<file path="src/rtl/jailbreak_bus_initiator_pkg.sv">
// Shared types and constants for the jailbreak bus initiator.
// The command/response records describe the bus at its default 32-bit width.
// Sequencer-side code uses them to build and unpack transactions.
package jailbreak_bus_initiator_pkg;

    localparam int BUS_ADDR_WIDTH      = 32;
    localparam int BUS_DATA_WIDTH      = 32;
    localparam int TIMEOUT_COUNT_WIDTH = 8;

    // Read data returned when a responder never answers.
    localparam logic [31:0] BUS_TIMEOUT_DATA = 32'hFFFF_FFFF;

    typedef enum logic [1:0] {
        IDLE    = 2'd0,
        ISSUE   = 2'd1,
        RD_WAIT = 2'd2,
        RESP    = 2'd3
    } initiator_state_t;

    typedef struct packed {
        logic                      write;
        logic [BUS_ADDR_WIDTH-1:0] addr;
        logic [BUS_DATA_WIDTH-1:0] wr_data;
    } bus_cmd_t;

    typedef struct packed {
        logic [BUS_DATA_WIDTH-1:0] rd_data;
        logic                      timeout;
    } bus_rsp_t;

endpackage

</file>
<file path="src/rtl/jailbreak_timeout_counter.sv">
// Read-timeout counter for the jailbreak bus initiator.
// The counter is cleared while the read strobe is issued and counts every
// cycle the initiator waits. It flags expiry on the wait cycle where the
// count equals LIMIT-1. LIMIT must lie in 2..255.
module jailbreak_timeout_counter
    import jailbreak_bus_initiator_pkg::*;
#(
    parameter int LIMIT = 16
) (
    input  logic clk_i,
    input  logic reset_i,
    input  logic clear_i,
    input  logic enable_i,
    output logic expired_o
);

    localparam logic [TIMEOUT_COUNT_WIDTH-1:0] LAST_COUNT = TIMEOUT_COUNT_WIDTH'(LIMIT - 1);

    logic [TIMEOUT_COUNT_WIDTH-1:0] count_q;
    logic [TIMEOUT_COUNT_WIDTH-1:0] count_d;

    // Clear has priority; otherwise count up while the initiator is waiting.
    always_comb begin
        count_d = count_q;
        if (clear_i) begin
            count_d = '0;
        end else if (enable_i) begin
            count_d = count_q + 1'b1;
        end
    end

    // Count register with synchronous reset.
    always_ff @(posedge clk_i) begin
        if (reset_i) begin
            count_q <= '0;
        end else begin
            count_q <= count_d;
        end
    end

    assign expired_o = enable_i && (count_q == LAST_COUNT);

endmodule

</file>
<file path="src/rtl/jailbreak_bus_initiator.sv">
// Initiator (master) end of the jailbreak bus.
// Takes one command at a time, issues a single-cycle bus strobe, and returns
// one response per command. Reads that get no rd_data_valid within
// TIMEOUT_CYCLES wait cycles complete with TIMEOUT_DATA and rsp_timeout set.
// Optional statistics counters: define JAILBREAK_INITIATOR_STATS_EN.
module jailbreak_bus_initiator
    import jailbreak_bus_initiator_pkg::*;
#(
    parameter int                    ADDR_WIDTH     = 32,
    parameter int                    DATA_WIDTH     = 32,
    parameter int                    TIMEOUT_CYCLES = 16,
    parameter logic [DATA_WIDTH-1:0] TIMEOUT_DATA   = DATA_WIDTH'(BUS_TIMEOUT_DATA)
) (
    input  logic                  clk_i,
    input  logic                  reset_i,

    input  logic                  cmd_valid_i,
    output logic                  cmd_ready_o,
    input  logic                  cmd_write_i,
    input  logic [ADDR_WIDTH-1:0] cmd_addr_i,
    input  logic [DATA_WIDTH-1:0] cmd_wr_data_i,

    output logic                  rsp_valid_o,
    input  logic                  rsp_ready_i,
    output logic [DATA_WIDTH-1:0] rsp_rd_data_o,
    output logic                  rsp_timeout_o,

    output logic [ADDR_WIDTH-1:0] bus_addr_o,
    output logic                  bus_wr_o,
    output logic [DATA_WIDTH-1:0] bus_wr_data_o,
    output logic                  bus_rd_o,
    input  logic [DATA_WIDTH-1:0] bus_rd_data_i,
    input  logic                  bus_rd_data_valid_i,

    output logic [15:0]           stat_txn_count_o,
    output logic [15:0]           stat_timeout_count_o
);

    initiator_state_t      state_q;
    initiator_state_t      state_d;

    logic                  write_q;
    logic                  write_d;
    logic [ADDR_WIDTH-1:0] bus_addr_q;
    logic [ADDR_WIDTH-1:0] bus_addr_d;
    logic [DATA_WIDTH-1:0] bus_wr_data_q;
    logic [DATA_WIDTH-1:0] bus_wr_data_d;
    logic [DATA_WIDTH-1:0] rsp_rd_data_q;
    logic [DATA_WIDTH-1:0] rsp_rd_data_d;
    logic                  rsp_timeout_q;
    logic                  rsp_timeout_d;

    logic                  timer_clear;
    logic                  timer_enable;
    logic                  timer_expired;

    jailbreak_timeout_counter #(
        .LIMIT (TIMEOUT_CYCLES)
    ) u_timeout_counter (
        .clk_i     (clk_i),
        .reset_i   (reset_i),
        .clear_i   (timer_clear),
        .enable_i  (timer_enable),
        .expired_o (timer_expired)
    );

    // State register; reset abandons any transaction in flight.
    always_ff @(posedge clk_i) begin
        if (reset_i) begin
            state_q <= IDLE;
        end else begin
            state_q <= state_d;
        end
    end

    // Next-state logic: one command in flight, no overlap with the response.
    always_comb begin
        state_d = state_q;
        case (state_q)
            IDLE: begin
                if (cmd_valid_i) begin
                    state_d = ISSUE;
                end
            end
            ISSUE: begin
                state_d = write_q ? RESP : RD_WAIT;
            end
            RD_WAIT: begin
                if (bus_rd_data_valid_i || timer_expired) begin
                    state_d = RESP;
                end
            end
            RESP: begin
                if (rsp_ready_i) begin
                    state_d = IDLE;
                end
            end
            default: begin
                state_d = IDLE;
            end
        endcase
    end

    // FSM outputs: strobes only in ISSUE, response valid only in RESP.
    always_comb begin
        cmd_ready_o  = (state_q == IDLE) && !reset_i;
        bus_wr_o     = (state_q == ISSUE) && write_q;
        bus_rd_o     = (state_q == ISSUE) && !write_q;
        rsp_valid_o  = (state_q == RESP);
        timer_clear  = (state_q == ISSUE);
        timer_enable = (state_q == RD_WAIT);
    end

    // Datapath next values: latch the command on accept, capture the response
    // when the transaction completes, hold everything otherwise.
    always_comb begin
        write_d       = write_q;
        bus_addr_d    = bus_addr_q;
        bus_wr_data_d = bus_wr_data_q;
        rsp_rd_data_d = rsp_rd_data_q;
        rsp_timeout_d = rsp_timeout_q;
        case (state_q)
            IDLE: begin
                if (cmd_valid_i) begin
                    write_d       = cmd_write_i;
                    bus_addr_d    = cmd_addr_i;
                    bus_wr_data_d = cmd_wr_data_i;
                end
            end
            ISSUE: begin
                if (write_q) begin
                    rsp_rd_data_d = '0;
                    rsp_timeout_d = 1'b0;
                end
            end
            RD_WAIT: begin
                if (bus_rd_data_valid_i) begin
                    rsp_rd_data_d = bus_rd_data_i;
                    rsp_timeout_d = 1'b0;
                end else if (timer_expired) begin
                    rsp_rd_data_d = TIMEOUT_DATA;
                    rsp_timeout_d = 1'b1;
                end
            end
            default: begin
            end
        endcase
    end

    // Datapath registers with synchronous reset.
    always_ff @(posedge clk_i) begin
        if (reset_i) begin
            write_q       <= 1'b0;
            bus_addr_q    <= '0;
            bus_wr_data_q <= '0;
            rsp_rd_data_q <= '0;
            rsp_timeout_q <= 1'b0;
        end else begin
            write_q       <= write_d;
            bus_addr_q    <= bus_addr_d;
            bus_wr_data_q <= bus_wr_data_d;
            rsp_rd_data_q <= rsp_rd_data_d;
            rsp_timeout_q <= rsp_timeout_d;
        end
    end

    assign bus_addr_o    = bus_addr_q;
    assign bus_wr_data_o = bus_wr_data_q;
    assign rsp_rd_data_o = rsp_rd_data_q;
    assign rsp_timeout_o = rsp_timeout_q;

`ifdef JAILBREAK_INITIATOR_STATS_EN
    logic        rsp_handshake;
    logic [15:0] stat_txn_q;
    logic [15:0] stat_txn_d;
    logic [15:0] stat_timeout_q;
    logic [15:0] stat_timeout_d;

    assign rsp_handshake = rsp_valid_o && rsp_ready_i;

    // Saturating counts of completed responses and of timed-out ones.
    always_comb begin
        stat_txn_d     = stat_txn_q;
        stat_timeout_d = stat_timeout_q;
        if (rsp_handshake) begin
            if (stat_txn_q != 16'hFFFF) begin
                stat_txn_d = stat_txn_q + 16'd1;
            end
            if (rsp_timeout_q && (stat_timeout_q != 16'hFFFF)) begin
                stat_timeout_d = stat_timeout_q + 16'd1;
            end
        end
    end

    // Statistics registers, cleared on reset.
    always_ff @(posedge clk_i) begin
        if (reset_i) begin
            stat_txn_q     <= '0;
            stat_timeout_q <= '0;
        end else begin
            stat_txn_q     <= stat_txn_d;
            stat_timeout_q <= stat_timeout_d;
        end
    end

    assign stat_txn_count_o     = stat_txn_q;
    assign stat_timeout_count_o = stat_timeout_q;
`else
    assign stat_txn_count_o     = '0;
    assign stat_timeout_count_o = '0;
`endif

endmodule

</file>
<file path="config.mk">
export PLATFORM = sky130hd
export DESIGN_NAME = jailbreak_bus_initiator
export DESIGN_NICKNAME = d
export VERILOG_FILES = /design/src/rtl/jailbreak_bus_initiator_pkg.sv /design/src/rtl/jailbreak_timeout_counter.sv /design/src/rtl/jailbreak_bus_initiator.sv
export SDC_FILE = /design/constraint.sdc
export NUM_CORES = 1
export LEC_CHECK = 0
export ABC_AREA = 1
export CAP_MARGIN = 40
export CELL_PAD_IN_SITES_DETAIL_PLACEMENT = 0
export CELL_PAD_IN_SITES_GLOBAL_PLACEMENT = 1
export CORE_ASPECT_RATIO = 0.9
export CORE_UTILIZATION = 28
export CTS_BUF_LIST = sky130_fd_sc_hd__clkbuf_8
export DETAILED_ROUTE_END_ITERATION = 10
export PLACE_DENSITY_LB_ADDON = 0.15
export SLEW_MARGIN = 20
export SYNTH_ARGS = -nofsm -noshare
export SYNTH_HDL_FRONTEND = slang
export SYNTH_SLANG_ARGS = --single-unit
</file>
<file path="constraint.sdc">
create_clock -name clk_i -period 2.1 [get_ports clk_i]
set_input_delay 0.42 -clock clk_i [delete_from_list [all_inputs] [get_ports clk_i]]
set_output_delay 0.42 -clock clk_i [all_outputs]
set_load 0.01 [all_outputs]
</file>
==> flow_summary.toml <==
[drt]
via_count = 4470
dr.first_iter.drc_count = 153
top_layer = "met4"
drc_errors = 0
routedWlPerCell_um = 12.95
wl_met3_um = 1506
dr.pass1.iters = 6
wl_met2_um = 5988
drt-met1-wl_um = 5685
drtAntennaViolNets = 0
routed_via_density = 4.361
finalWirelength_um = 13280

[sta]
max_freq_mhz = 503.1
hold_violations = 0
setup_tns_ns = 0
slew_viol_final = 0
hold_ws_ns = 0.4566
finalCriticalPeriod_ns = 1.988
period_share_pct = 94.65
setup_viol = 0
finClkSkew_ns = 0.01582
rsz0062_at_grt = "no"

[critical_path]
path_cells = "ha_1, clkdlybuf4s50_1"
crit_buf_inv = 1
slowest_delay_ns = 0.57
cp_max_fo = 4
required_ns = 1.68
worst_path_dominant_cell_family = "buffers and inverters"
worstSetupPathType = "flop to output port"
end_kind = "output port"
cp_slowest_cell = "clkdlybuf4s50_1"
crit_arrival_ns = 1.57
startpoint_type = "flop"

[floorplan]
die_area_um2 = 16970
initial_utilization_pct = 28.56
die_y_um = 123.7
placementRows = 44
die_w_um = 137.2
io_pins = 235
core_area_um2 = 16130

[cells_and_area]
drive_above_1_share_pct = 4.401
multi_input_area_um2 = 2013
nFillCells = 1628
nets = 921
final_common_cell = "clkdlybuf4s50_1"
insertedDiodeCount = 0
seqCellArea_um2 = 2163
syn2layout_area_growth_pct = 49.67
final_cell_mix = "clkdlybuf4s50_1, nor2_1, dfxtp_1"

[logic_synthesis]
synth_warnings = 0
netlist_instances = 631
ys_seq_elements = 108
syn_area_um2 = 4607
ys_types = 23
syn_area_per_cell_um2 = 7.301
yosysSeqAreaShare_pct = 46.93

[cts]
clockRootBuffer = "clkbuf_8"
insertion_delay_ns = 0.38
htreeDepth = 3
cts_tree = "done"
numCtsBuffers = 9
cts_buffer_depth = 2
path_clk_slew_ns = 0.10
cts_num_sinks = 108

[placement]
port_buffers = 202
gp_congestion = 0.7600
dp_hpwl_um = 9182

[global_route]
grt_antenna_before_repair = 0
first_global_vias = 4185
grt_pass1_wl_um = 20470
grt-ovfl-total = 0
grt_max_degree = 66
grt.total_usage_pct = 15.60

[min_path]
hold_path_class = "flop to flop"

[flow_run]
maxCapViolations = 0

[power_and_ir_drop]
p_leak_nw = 2.782
power_density_nw_per_um2 = 1197
ir_drop_mv = 0.5149

[run_status]
outcome = "completed"
==> layout make-up <==
class / instances / area share, %
Timing Repair Buffer: 213 / 31.56
Sequential cell: 108 / 31.37
Clock inverter: 7 / 0.9073
Clock buffer: 9 / 1.796
Multi-Input combinational cell: 455 / 29.20
Tap cell: 207 / 3.756
Inverter: 26 / 1.415
==> repair_timing <==
item | in CTS | in global routing
buffers inserted | 0 | 0
resized for setup | 9 | 0
hold buffers | 0 | 0
setup endpoints to repair | 3 | 0
==> power by group <==
| group | switching (mW) | leakage, nW | internal [mW] | total, mW |
|---|---|---|---|---|
| registers | 0.381 | 0.889 | 2.72 | 3.10 |
| logic | 1.92 | 1.78 | 1.98 | 3.90 |
| clock network | 0.710 | 0.108 | 0.540 | 1.25 |
| total | 3.01 | 2.78 | 5.25 | 8.25 |
==> synthesized netlist by cell type <==
library cell	count	share of area, %
clkbuf_1	21	1.7
conb_1	1	0.081
nand3b_1	1	0.16
inv_1	24	2.0
o21ai_0	89	9.7
a31oi_1	1	0.14
inv_2	2	0.16
o21bai_4	1	0.41
buf_4	35	5.7
buf_6	7	1.7
o21ai_4	1	0.35
nand2_1	62	5.1
nor2_1	196	16
nand3_1	28	3.0
o22ai_1	1	0.14
xor2_1	1	0.19
buf_2	8	0.87
buf_1	2	0.16
dfxtp_1	108	47
nor3_1	2	0.22
a21oi_1	32	3.5
nand2_2	2	0.27
ha_1	6	1.6
==> metal layers <==
layer  vias to the layer above  global-route usage, %
met4                         0                  3.503
met1                      2007                  18.13
met3                         8                  8.547
li1                       2295                      -
met5                         -                      0
met2                       160                  25.03
==> cell families after synthesis <==
| logic type | after synthesis | share of synthesized area (%) |
|---|---|---|
| other | 1 | 0.08140 |
| AOI/OAI and AO/OA | 125 | 14.18 |
| adders and majority gates | 6 | 1.630 |
| xor gates and xnor gates | 1 | 0.1901 |
| buffers and inverters | 99 | 12.28 |
| DFF | 108 | 46.93 |
| and+or+nand+nor | 291 | 24.71 |
==> sequential cells by signal, indices dropped and copies added, names as in the netlist <==
signal,flops
rsp_timeout_o,1
rsp_rd_data_o,32
write_q,1
bus_addr_o,32
bus_wr_data_o,32
state_q,2
u_timeout_counter.count_q,8
==> final timing paths <==
kind              depth (start not counted)  slack, ns                            from                              to
hold reg to reg                           2       0.46  rsp_rd_data_o[20]$_SDFFE_PP0P_  rsp_rd_data_o[20]$_SDFFE_PP0P_
setup / recovery                          2       0.11         state_q[1]$_SDFFE_PP0P_                     rsp_valid_o
setup reg to reg                          8       0.27         state_q[0]$_SDFFE_PP0P_  rsp_rd_data_o[25]$_SDFFE_PP0P_
hold / removal                            2       0.46  rsp_rd_data_o[20]$_SDFFE_PP0P_  rsp_rd_data_o[20]$_SDFFE_PP0P_
==> worst min-delay path: stages (launching register included) <==
cell	delay, ns
dfxtp_1	0.32
inv_1	0.05
a21oi_1	0.06
==> per-stage QoR <==
stage	power (mW)	cell area, µm²	util (%)	setup slack, ns	std cells
floorplan	5.167	4723	-	0.5914	662
global placement	7.018	6696	41.51	0.1910	1009
detailed placement	7.059	6696	41.51	0.1734	1009
CTS	8.381	6895	42.75	0.07928	1025
global route	8.933	6895	42.75	0.02059	1025
finish	8.251	6895	42.75	0.1124	1025
No activity file was read; power rests on OpenSTA's default activity.
